`src/rtl/alu_op_sequencer_pkg.sv`:
```
`default_nettype none
// ============================================================================
// Module   : alu_op_sequencer_pkg
// Purpose  : Op codes and FSM state encoding shared by the ALU op sequencer.
// Revision : 1.0 - initial release
// ============================================================================
package alu_op_sequencer_pkg;

  localparam logic [1:0] OP_ADD = 2'b00;
  localparam logic [1:0] OP_SUB = 2'b01;
  localparam logic [1:0] OP_NEG = 2'b10;
  localparam logic [1:0] OP_ABS = 2'b11;

  typedef enum logic [1:0] {
    S_IDLE = 2'd0,
    S_COMP = 2'd1,
    S_EXEC = 2'd2,
    S_DONE = 2'd3
  } state_t;

  // Only ADD skips the negation cycle.
  function automatic logic needs_comp(input logic [1:0] op);
    return (op != OP_ADD);
  endfunction

endpackage
`default_nettype wire

```
`src/rtl/alu_op_sequencer_twos_comp_w.sv`:
```
`default_nettype none
// ============================================================================
// Module   : twos_comp_w
// Purpose  : Combinational two's-complement negator, b = ~a + 1 (truncated).
// Revision : 1.0 - initial release
// ============================================================================
module twos_comp_w #(
  parameter int WIDTH = 8
) (
  input  logic [WIDTH-1:0] a,
  output logic [WIDTH-1:0] b
);

  localparam logic [WIDTH-1:0] ONE = {{(WIDTH-1){1'b0}}, 1'b1};

  assign b = ~a + ONE;

endmodule
`default_nettype wire

```
`src/rtl/alu_op_sequencer.sv`:
```
`default_nettype none
// ============================================================================
// Module   : alu_op_sequencer
// Purpose  : Multi-cycle ADD/SUB/NEG/ABS sequencer over one shared negator
//            and one adder, valid/ready on both sides.
// Revision : 1.0 - initial release
// ============================================================================
module alu_op_sequencer
  import alu_op_sequencer_pkg::*;
#(
  parameter int WIDTH = 8
) (
  input  logic             clk,
  input  logic             rst,
  input  logic             in_valid,
  output logic             in_ready,
  input  logic [1:0]       in_op,
  input  logic [WIDTH-1:0] in_a,
  input  logic [WIDTH-1:0] in_b,
  output logic             out_valid,
  input  logic             out_ready,
  output logic [WIDTH-1:0] out_result,
  output logic             out_ovf,
  output logic             out_zero,
  output logic             out_neg
);

  localparam int              MSB      = WIDTH - 1;
  localparam logic [WIDTH-1:0] MOST_NEG = {1'b1, {(WIDTH-1){1'b0}}};

  state_t           state_q, state_d;
  logic [1:0]       op_q,    op_d;
  logic [WIDTH-1:0] a_q,     a_d;
  logic [WIDTH-1:0] b_q,     b_d;
  logic             bmsb_q,  bmsb_d;
  logic [WIDTH-1:0] res_q,   res_d;
  logic             ovf_q,   ovf_d;

  logic [WIDTH-1:0] neg_in;
  logic [WIDTH-1:0] neg_out;
  logic [WIDTH-1:0] sum;

  twos_comp_w #(.WIDTH(WIDTH)) u_negator (
    .a (neg_in),
    .b (neg_out)
  );

  assign neg_in = (op_q == OP_SUB) ? b_q : a_q;
  assign sum    = a_q + b_q;

  always_comb begin
    state_d = state_q;
    op_d    = op_q;
    a_d     = a_q;
    b_d     = b_q;
    bmsb_d  = bmsb_q;
    res_d   = res_q;
    ovf_d   = ovf_q;
    case (state_q)
      S_IDLE: begin
        if (in_valid) begin
          op_d    = in_op;
          a_d     = in_a;
          b_d     = in_b;
          bmsb_d  = in_b[MSB];
          state_d = needs_comp(in_op) ? S_COMP : S_EXEC;
        end
      end
      S_COMP: begin
        if (op_q == OP_SUB) begin
          b_d     = neg_out;
          state_d = S_EXEC;
        end else begin
          res_d   = (op_q == OP_ABS && !a_q[MSB]) ? a_q : neg_out;
          ovf_d   = (a_q == MOST_NEG);
          state_d = S_DONE;
        end
      end
      S_EXEC: begin
        res_d = sum;
        // For SUB, b_q already holds -B, so the original B sign is kept aside.
        if (op_q == OP_SUB)
          ovf_d = (a_q[MSB] != bmsb_q) && (sum[MSB] != a_q[MSB]);
        else
          ovf_d = (a_q[MSB] == b_q[MSB]) && (sum[MSB] != a_q[MSB]);
        state_d = S_DONE;
      end
      S_DONE: begin
        if (out_ready)
          state_d = S_IDLE;
      end
      default: state_d = S_IDLE;
    endcase
  end

  always_ff @(posedge clk or posedge rst) begin
    if (rst) begin
      state_q <= S_IDLE;
      op_q    <= OP_ADD;
      a_q     <= '0;
      b_q     <= '0;
      bmsb_q  <= 1'b0;
      res_q   <= '0;
      ovf_q   <= 1'b0;
    end else begin
      state_q <= state_d;
      op_q    <= op_d;
      a_q     <= a_d;
      b_q     <= b_d;
      bmsb_q  <= bmsb_d;
      res_q   <= res_d;
      ovf_q   <= ovf_d;
    end
  end

  assign in_ready   = (state_q == S_IDLE);
  assign out_valid  = (state_q == S_DONE);
  assign out_result = res_q;
  assign out_ovf    = out_valid & ovf_q;
  assign out_zero   = out_valid & (res_q == '0);
  assign out_neg    = out_valid & res_q[MSB];

endmodule
`default_nettype wire

```
`config.mk`:
```
export PLATFORM = sky130hd
export DESIGN_NAME = alu_op_sequencer
export DESIGN_NICKNAME = d
export VERILOG_FILES = /design/src/rtl/alu_op_sequencer_pkg.sv /design/src/rtl/alu_op_sequencer_twos_comp_w.sv /design/src/rtl/alu_op_sequencer.sv
export SDC_FILE = /design/constraint.sdc
export NUM_CORES = 1
export LEC_CHECK = 0
export BUFFER_PORTS_ARGS = -buffer_cell sky130_fd_sc_hd__buf_2
export CAP_MARGIN = 40
export CORE_ASPECT_RATIO = 0.75
export CORE_MARGIN = 2
export CORE_UTILIZATION = 40
export DETAILED_ROUTE_END_ITERATION = 10
export GPL_ROUTABILITY_DRIVEN = 0
export PLACE_DENSITY_LB_ADDON = 0.3
export SYNTH_ARGS = -nofsm -noshare
export SYNTH_HDL_FRONTEND = slang
export SYNTH_SLANG_ARGS = --single-unit
```
`constraint.sdc`:
```
create_clock -name clk -period 2.6 [get_ports clk]
set_input_delay 0.13 -clock clk [delete_from_list [all_inputs] [get_ports clk]]
set_output_delay 0.13 -clock clk [all_outputs]
set_load 0.005 [all_outputs]
```
==> flow_summary.json, run 1 <==
{
  "grt_max_degree": 31,
  "synth_top_area_share_pct": 35.4,
  "die-area_sq_um": 5900,
  "ff2ff_path_depth": 8,
  "synth.distinct_cells": 44,
  "seq_area_frac_synth_pct": 35.4,
  "dr.pass1.iters": 4,
  "yosys.area.top_type": "dfrtp_1",
  "ys_ff_latch": 30,
  "fmax_mhz": 439,
  "cts_sinks": 30,
  "critPathKind": "reg2reg",
  "post_cts_buffers": 0,
  "powerDensity_nw_per_um2": 1520,
  "synth-main-ff-cell": "dfrtp_1",
  "synth_edf_count": 0,
  "post_drt_via_cell_ratio": 5.26,
  "fin_skew_ns": 0.00913,
  "critPathMaxFanout": 7,
  "slowest_stage": "a2111oi_0",
  "clockRootBuffer": "clkbuf_8",
  "met1_length_um": 2620,
  "synth_commonest_cells": "dfrtp_1, nand2_1, nor2_1",
  "synth.avg_cell_area_sq_um": 8.94,
  "antenna_found_initial": 0,
  "ant_nets": 0,
  "finalSetupTns_ns": 0,
  "hold_end": "b_q[0]",
  "rr_endpoint": "out_result[6]",
  "drtIter0Drc": 111,
  "met3WireLength_um": 417,
  "initial_core_util_pct": 42.3,
  "boundaryPins": 35,
  "hold_start": "in_b[0]",
  "grt_pass1_wl_um": 8540,
  "syn_area_sq_um": 2120,
  "arrival_ns": 2.50,
  "final_max_slew_viol_count": 0,
  "hold_viol_final": 0,
  "synthArstFlopShare_pct": 100,
  "globalRouteOverflowTotal": 0,
  "antennaDiodeCount": 0,
  "crit_top_cell": "mux2i_1",
  "setup_viol": 0,
  "cap_violations": 0,
  "reg2reg_setup_slack_ns": 0.32,
  "cts_tree": "done",
  "min_path_cells": 2,
  "worstHoldPathType": "in2reg",
  "highest_layer": "met4",
  "critPathCaptureType": "register",
  "fin_crit_sh_pct": 87.5,
  "rows": 22,
  "die_w_um": 88.0,
  "max_slew_margin_pct": 66.9,
  "grt_use_total_pct": 19.5,
  "drcViolationCount": 0,
  "yosysMostFrequentCell": "dfrtp_1",
  "rsz0062_at_grt": "no",
  "yosys_warnings": 0,
  "hpwlAfterDp_um": 3890,
  "status": "complete, no violations",
  "die_h_um": 67.0,
  "design.core.area_sq_um": 5010,
  "tightest_slew_ns": 0.497,
  "slowest_delay_ns": 0.44,
  "syn_nets": 272,
  "r2r_start": "op_q[1]",
  "synth_cells": 237,
  "dpl-instance-area_sq_um": 2380,
  "wl_met2_um": 1960,
  "clockBufferDepth": 2,
  "clk_pin_slew_ns": 0.07,
  "power_w": 0.00380,
  "final_util_pct": 49.9,
  "synth_area_leaders": "dfrtp_1, ha_1, mux2_2",
  "peakVddDrop_v": 0.000627,
  "port_buffers": 34,
  "routed_wl_um": 5090,
  "drive_above_1_share_pct": 23.6,
  "power.leakage_nw": 1.18,
  "start_kind": "register",
  "wl_per_cell_um": 14.7,
  "path_cells": "nand2b_1, mux2i_1, ha_1, nand2_1, xor2_1, mux2i_1, a2111oi_0, a221o_1",
  "required_ns": 2.83,
  "nets": 310,
  "worstSkewPairLatency_ns": 0.29,
  "finalCriticalPeriod_ns": 2.28,
  "numCtsBuffers": 5,
  "area_growth_pct": 18.0,
  "postLayoutCellArea_sq_um": 2500,
  "grt_pass1_vias": 1739,
  "crit_start": "op_q[1]",
  "vias": 1826,
  "h-tree-depth": 2
}
## per-layer routing
metal	track usage [%]	vias up
li1	-	914
met1	28.8	822
met2	27.0	79
met3	5.45	11
met4	6.44	0
met5	0	-
## worst max-delay path: cells and delay by family (launching register included)
family	cells	cell delay [ns]
xor+xnor	1	0.15
simple gates	2	0.32
flops	1	0.43
fa+ha+maj	1	0.31
mux	2	0.37
compound gates	2	0.63
## report_power, final
group | leakage (nW) | total [W] | switching (W) | internal (W)
clock | 0.0573 | 0.000484 | 0.000178 | 0.000306
sequential | 0.362 | 0.00106 | 0.000351 | 0.000710
combinational | 0.764 | 0.00226 | 0.00120 | 0.00106
## placed cells by master (no fill, tap or decap), types with 2 or more instances in the layout
cell / synthesis / layout
a2111oi_0: 2 / 2
a211oi_1: 4 / 4
a21o_1: 6 / 6
a21oi_1: 13 / 13
a221o_1: 2 / 2
a32oi_1: 2 / 2
and2_1: 2 / 2
and3_1: 2 / 2
buf_2: 1 / 34
buf_4: 3 / 7
clkbuf_8: 0 / 6
dfrtp_1: 30 / 30
ha_1: 12 / 12
inv_1: 11 / 11
mux2_2: 13 / 13
mux2i_1: 8 / 8
nand2_1: 29 / 29
nand2b_1: 4 / 4
nand3_1: 2 / 2
nand3b_1: 4 / 4
nor2_1: 21 / 21
nor3_1: 4 / 4
nor3b_1: 2 / 2
nor4_1: 3 / 3
o21ai_0: 19 / 19
o21ai_1: 2 / 2
or4_1: 2 / 2
xnor2_1: 7 / 7
xor2_1: 6 / 6
## stage by stage
stage               std cells  worst slack (ns)  hold slack (ns)
finish                    347             0.324           0.0729
global placement          339             0.381            0.226
detailed placement        339             0.342            0.230
floorplan                 237             0.508            0.221
global route              347             0.160           0.0714
CTS                       347             0.327           0.0687
## cell families after synthesis
| group | synth area share (%) |
|---|---|
| AND/OR/NAND/NOR | 17.4 |
| flip-flops | 35.4 |
| multiplexers | 10.7 |
| adder cells (fa/ha/maj) | 8.03 |
| AO/OA/AOI/OAI | 17.8 |
| buffers and inverters | 4.49 |
| XOR/XNOR | 6.14 |
## state kept, by name (all words and copies together), names as in the netlist
signal / cells
a_q: 8
b_q: 8
out_result: 8
op_q: 2
state_q: 2
bmsb_q: 1
ovf_q: 1
## final cells by class
class,instances,area [sq um]
clock buffer,6,82.6
sequential,30,751
timing repair buffer,42,233
clock inverter,1,30.0
multi-input combinational,185,1270
fill,507,2510
inverter,11,41.3
tap,72,90.1
## worst max path at each step
stage | endpoint | slack, ns | depth (start not counted)
2_1_floorplan | out_result[7] | 0.51 | 7
3_3_place_gp | out_result[7] | 0.38 | 7
3_5_place_dp | out_result[7] | 0.34 | 7
4_1_cts | out_result[7] | 0.33 | 7
5_1_grt | out_result[6] | 0.16 | 8
6_report | out_result[6] | 0.32 | 8
## repair_timing
| action | 4_1_cts | 5_1_grt |
|---|---|---|
| hold endpoints to repair | 30 | 0 |
| hold buffers | 1 | 0 |
| resized for setup | 0 | 0 |
No activity file was read; power rests on OpenSTA's default activity.
==> inputs of run 2 (changes only) <==
PLACE_DENSITY = 0.7   (was unset)
PLACE_DENSITY_LB_ADDON = unset   (was 0.3)
==> flow_summary.json, run 2 (synthesized netlist as in run 1, its figures left out) <==
{
  "finalCriticalPeriod_ns": 2.31,
  "dr.pass1.iters": 4,
  "cts_tree": "done",
  "max_slew_margin_pct": 69.0,
  "clockRootBuffer": "clkbuf_8",
  "fin_crit_sh_pct": 88.8,
  "power.leakage_nw": 1.22,
  "antenna_found_initial": 0,
  "cpLargestDelayFamily": "compound AO/OA/AOI/OAI gates",
  "port_buffers": 34,
  "numCtsBuffers": 5,
  "start_kind": "register",
  "grt_max_degree": 31,
  "path_cells": "nand2b_1, mux2i_1, ha_1, nand2_1, xor2_1, mux2i_1, a2111oi_1, a221o_1",
  "area_growth_pct": 21.3,
  "cap_violations": 0,
  "critPathCaptureType": "register",
  "grt_pass1_vias": 1710,
  "die-area_sq_um": 5900,
  "critPathMaxFanout": 7,
  "arrival_ns": 2.54,
  "routed_wl_um": 4990,
  "grt_pass1_wl_um": 8400,
  "rsz0062_at_grt": "no",
  "hpwlAfterDp_um": 3810,
  "nets": 315,
  "clk_pin_slew_ns": 0.07,
  "postLayoutCellArea_sq_um": 2570,
  "final_max_slew_viol_count": 0,
  "status": "complete, no violations",
  "final_common_cell": "buf_2",
  "boundaryPins": 35,
  "drive_above_1_share_pct": 25.3,
  "slowest_stage": "a2111oi_1",
  "setup_viol": 0,
  "rows": 22,
  "final_util_pct": 51.3,
  "peakVddDrop_v": 0.000698,
  "slowest_delay_ns": 0.46,
  "required_ns": 2.83,
  "tightest_slew_ns": 0.463,
  "critPathKind": "reg2reg",
  "powerDensity_nw_per_um2": 1550,
  "h-tree-depth": 2,
  "path_buf_inv": 0,
  "cts_sinks": 30,
  "die_h_um": 67.0,
  "ant_nets": 0,
  "drcViolationCount": 0,
  "crit_top_cell": "mux2i_1",
  "post_drt_via_cell_ratio": 5.25,
  "initial_core_util_pct": 42.3,
  "power_w": 0.00398,
  "whs_ns": 0.0621,
  "drtIter0Drc": 110,
  "layout_common_cells": "buf_2, dfrtp_1, nand2_1",
  "wl_per_cell_um": 14.1,
  "fin_skew_ns": 0.00963,
  "fmax_mhz": 433,
  "clockBufferDepth": 2,
  "design.core.area_sq_um": 5010,
  "hold_viol_final": 0,
  "dpl-instance-area_sq_um": 2410,
  "globalRouteOverflowTotal": 0,
  "antennaDiodeCount": 0,
  "grt_use_total_pct": 18.9,
  "vias": 1854,
  "worstSkewPairLatency_ns": 0.29,
  "die_w_um": 88.0,
  "finalSetupTns_ns": 0,
  "worstHoldPathType": "in2reg"
}
## run 2: report_power, final
part | switching, W | total, W | internal, W
logic | 0.00127 | 0.00238 | 0.00111
clock network | 0.000188 | 0.000596 | 0.000409
registers | 0.000291 | 0.00100 | 0.000711
## run 2: worst reg2reg max path, delay by kind of cell (launching register included)
family                     cells  cell delay [ns]
AOI/OAI and AO/OA              2             0.64
DFF                            1             0.42
muxes                          2             0.37
and+or+nand+nor                2             0.34
adders and majority gates      1             0.33
xor gates and xnor gates       1             0.14
## run 2: worst paths after layout
| path | slack, ns | cells after the start | from | end |
|---|---|---|---|---|
| setup reg to reg | 0.29 | 8 | op_q[1] | out_result[6] |
| setup / recovery | 0.29 | 8 | op_q[1] | out_result[6] |
| min in group asynchronous | 0.48 | 4 | rst | a_q[6] |
| max in group asynchronous | 1.82 | 4 | rst | out_result[7] |
| hold reg to reg | 0.50 | 2 | out_result[3] | out_result[3] |
| hold / removal | 0.06 | 2 | in_a[3] | a_q[3] |
## run 2: timing repair
item                                   CTS  global route
setup buffers                            0             0
setup endpoints to repair                0             2
gates resized for setup                  0             2
hold buffers                             1             0
endpoints found under the hold margin   30             0
## run 2: metal layers
metal | global-route usage (%) | vias to the layer above | routed length, um
li1 | - | 931 | -
met1 | 29.8 | 862 | 2630
met2 | 25.1 | 55 | 1980
met3 | 3.97 | 6 | 324
met4 | 5.87 | 0 | 59
met5 | 0 | - | 0
## run 2: final cells by class
| cell class | count | area (sq um) |
|---|---|---|
| clock buffer | 6 | 82.6 |
| clock inverter | 2 | 60.1 |
| fill | 503 | 2440 |
| inverter | 11 | 41.3 |
| multi-input combinational | 185 | 1270 |
| sequential | 30 | 751 |
| tap | 72 | 90.1 |
| timing repair buffer | 47 | 270 |
## run 2: stage by stage
stage	setup slack [ns]	instances
floorplan	0.508	237
global placement	0.226	344
detailed placement	0.294	344
CTS	0.240	353
global route	0.00441	353
finish	0.290	353
==> inputs of run 3 (changes only) <==
--- a/config.mk
+++ b/config.mk
@@ -15,2 +15,3 @@
 export PLACE_DENSITY = 0.7
+export RECOVER_POWER = 100
 export SYNTH_ARGS = -nofsm -noshare
--- a/constraint.sdc
+++ b/constraint.sdc
@@ -3,2 +3,2 @@
 set_output_delay 0.13 -clock clk [all_outputs]
-set_load 0.005 [all_outputs]
+set_load 0.05 [all_outputs]
==> flow_summary.json, run 3 (synthesized netlist as in run 1, its figures left out) <==
{
  "hold_viol_final": 0,
  "die-area_sq_um": 5900,
  "clockBufferDepth": 2,
  "cp-endpoint": "out_result[7]",
  "grt_max_degree": 17,
  "initial_core_util_pct": 42.3,
  "worstHoldPathType": "in2reg",
  "area_growth_pct": 18.4,
  "die_w_um": 88.0,
  "finalCriticalPeriod_ns": 2.44,
  "slowest_stage": "dfrtp_1",
  "grt_use_met2_pct": 26.6,
  "critPathMaxFanout": 6,
  "drtIter0Drc": 106,
  "antennaDiodeCount": 0,
  "fmax_mhz": 411,
  "fin_crit_sh_pct": 93.7,
  "drive_above_1_share_pct": 17.6,
  "grt.met3_usage_pct": 4.34,
  "cts_tree": "done",
  "cts_sinks": 30,
  "ant_nets": 0,
  "path_cells": "ha_1, and3_1, a221oi_2, a21oi_1, xnor2_2, xnor2_1, a221o_1",
  "routed_wl_um": 5220,
  "wl_per_cell_um": 14.9,
  "worstSkewPairLatency_ns": 0.28,
  "dr.pass1.iters": 5,
  "crit_start": "a_q[4]",
  "rsz0062_at_grt": "no",
  "use_met1_pct": 29.5,
  "hpwlAfterDp_um": 4030,
  "final_common_cell": "dfrtp_1",
  "ff2ff_path_depth": 7,
  "grt_pass1_vias": 1625,
  "max_slew_margin_pct": 41.1,
  "layout_common_cells": "dfrtp_1, nand2_1, nor2_1, buf_2, o21ai_0",
  "critPathCaptureType": "register",
  "start_kind": "register",
  "rr_endpoint": "out_result[7]",
  "antenna_found_initial": 0,
  "vias": 1799,
  "fillers": 498,
  "setup_viol": 0,
  "final_max_slew_viol_count": 0,
  "drcViolationCount": 0,
  "slowest_delay_ns": 0.45,
  "reg2reg_setup_slack_ns": 0.16,
  "placed_cells": 341,
  "cap_violations": 0,
  "post_drt_via_cell_ratio": 5.14,
  "clk_pin_slew_ns": 0.07,
  "grt_use_total_pct": 18.9,
  "nets": 312,
  "final_cells": 350,
  "r2r_start": "a_q[4]",
  "clockRootBuffer": "clkbuf_8",
  "port_buffers": 34,
  "grt_pass1_wl_um": 8350,
  "boundaryPins": 35,
  "rows": 22,
  "grt-busiest-layer": "met1",
  "globalRouteOverflowTotal": 0,
  "post_cts_buffers": 0,
  "finalSetupTns_ns": 0,
  "tightest_slew_ns": 0.883,
  "status": "complete, no violations",
  "design.core.area_sq_um": 5010,
  "critPathKind": "reg2reg",
  "h-tree-depth": 2,
  "required_ns": 2.77,
  "fin_skew_ns": 0.00530,
  "die_h_um": 67.0,
  "whs_ns": 0.0736,
  "numCtsBuffers": 5,
  "arrival_ns": 2.60
}
run 3: area by class of cell:
cell class	count	area, sq um	share of cell area (%)
multi-input combinational	185	1270	50.8
sequential	30	751	29.9
timing repair buffer	44	209	8.33
tap	72	90.1	3.59
clock buffer	6	82.6	3.29
clock inverter	2	60.1	2.39
inverter	11	41.3	1.65
run 3: repair_timing:
action,in CTS,in global routing
hold buffers,1,0
hold endpoints to repair,14,0
resized for setup,0,0
run 3: how the worst min path moves through the flow:
stage	startpoint	end	depth (start not counted)
floorplan	rst	a_q[0]	1
global placement	rst	b_q[7]	2
detailed placement	rst	b_q[7]	2
CTS	in_a[6]	a_q[6]	2
global route	in_a[7]	a_q[7]	2
finish	in_a[6]	a_q[6]	2
run 3: stage by stage:
step	instance area [sq um]	worst slack, ns	util (%)
finish	2510	0.164	50.1
global route	2510	0.0894	50.1
CTS	2550	0.240	50.9
detailed placement	2400	0.249	47.9
global placement	2400	0.366	47.9
floorplan	2120	0.391	-
run 3: per-layer routing:
metal | wire [um] | vias to the layer above | part of all wire [%]
li1 | - | 916 | -
met1 | 2750 | 820 | 53
met4 | 27 | 0 | 0.52
met3 | 355 | 4 | 6.8
met5 | 0 | - | 0
met2 | 2090 | 59 | 40
run 3: worst max-delay path, delay by kind of cell, from the launching register on:
| family | cells | cell delay (ns) |
|---|---|---|
| simple gates | 1 | 0.23 |
| compound gates | 3 | 0.93 |
| xor+xnor | 2 | 0.30 |
| flops | 1 | 0.45 |
| fa+ha+maj | 1 | 0.41 |
Power of run 3 is not shown: default switching activity piles up to over one toggle a cycle in this logic, so the estimate is an artifact.
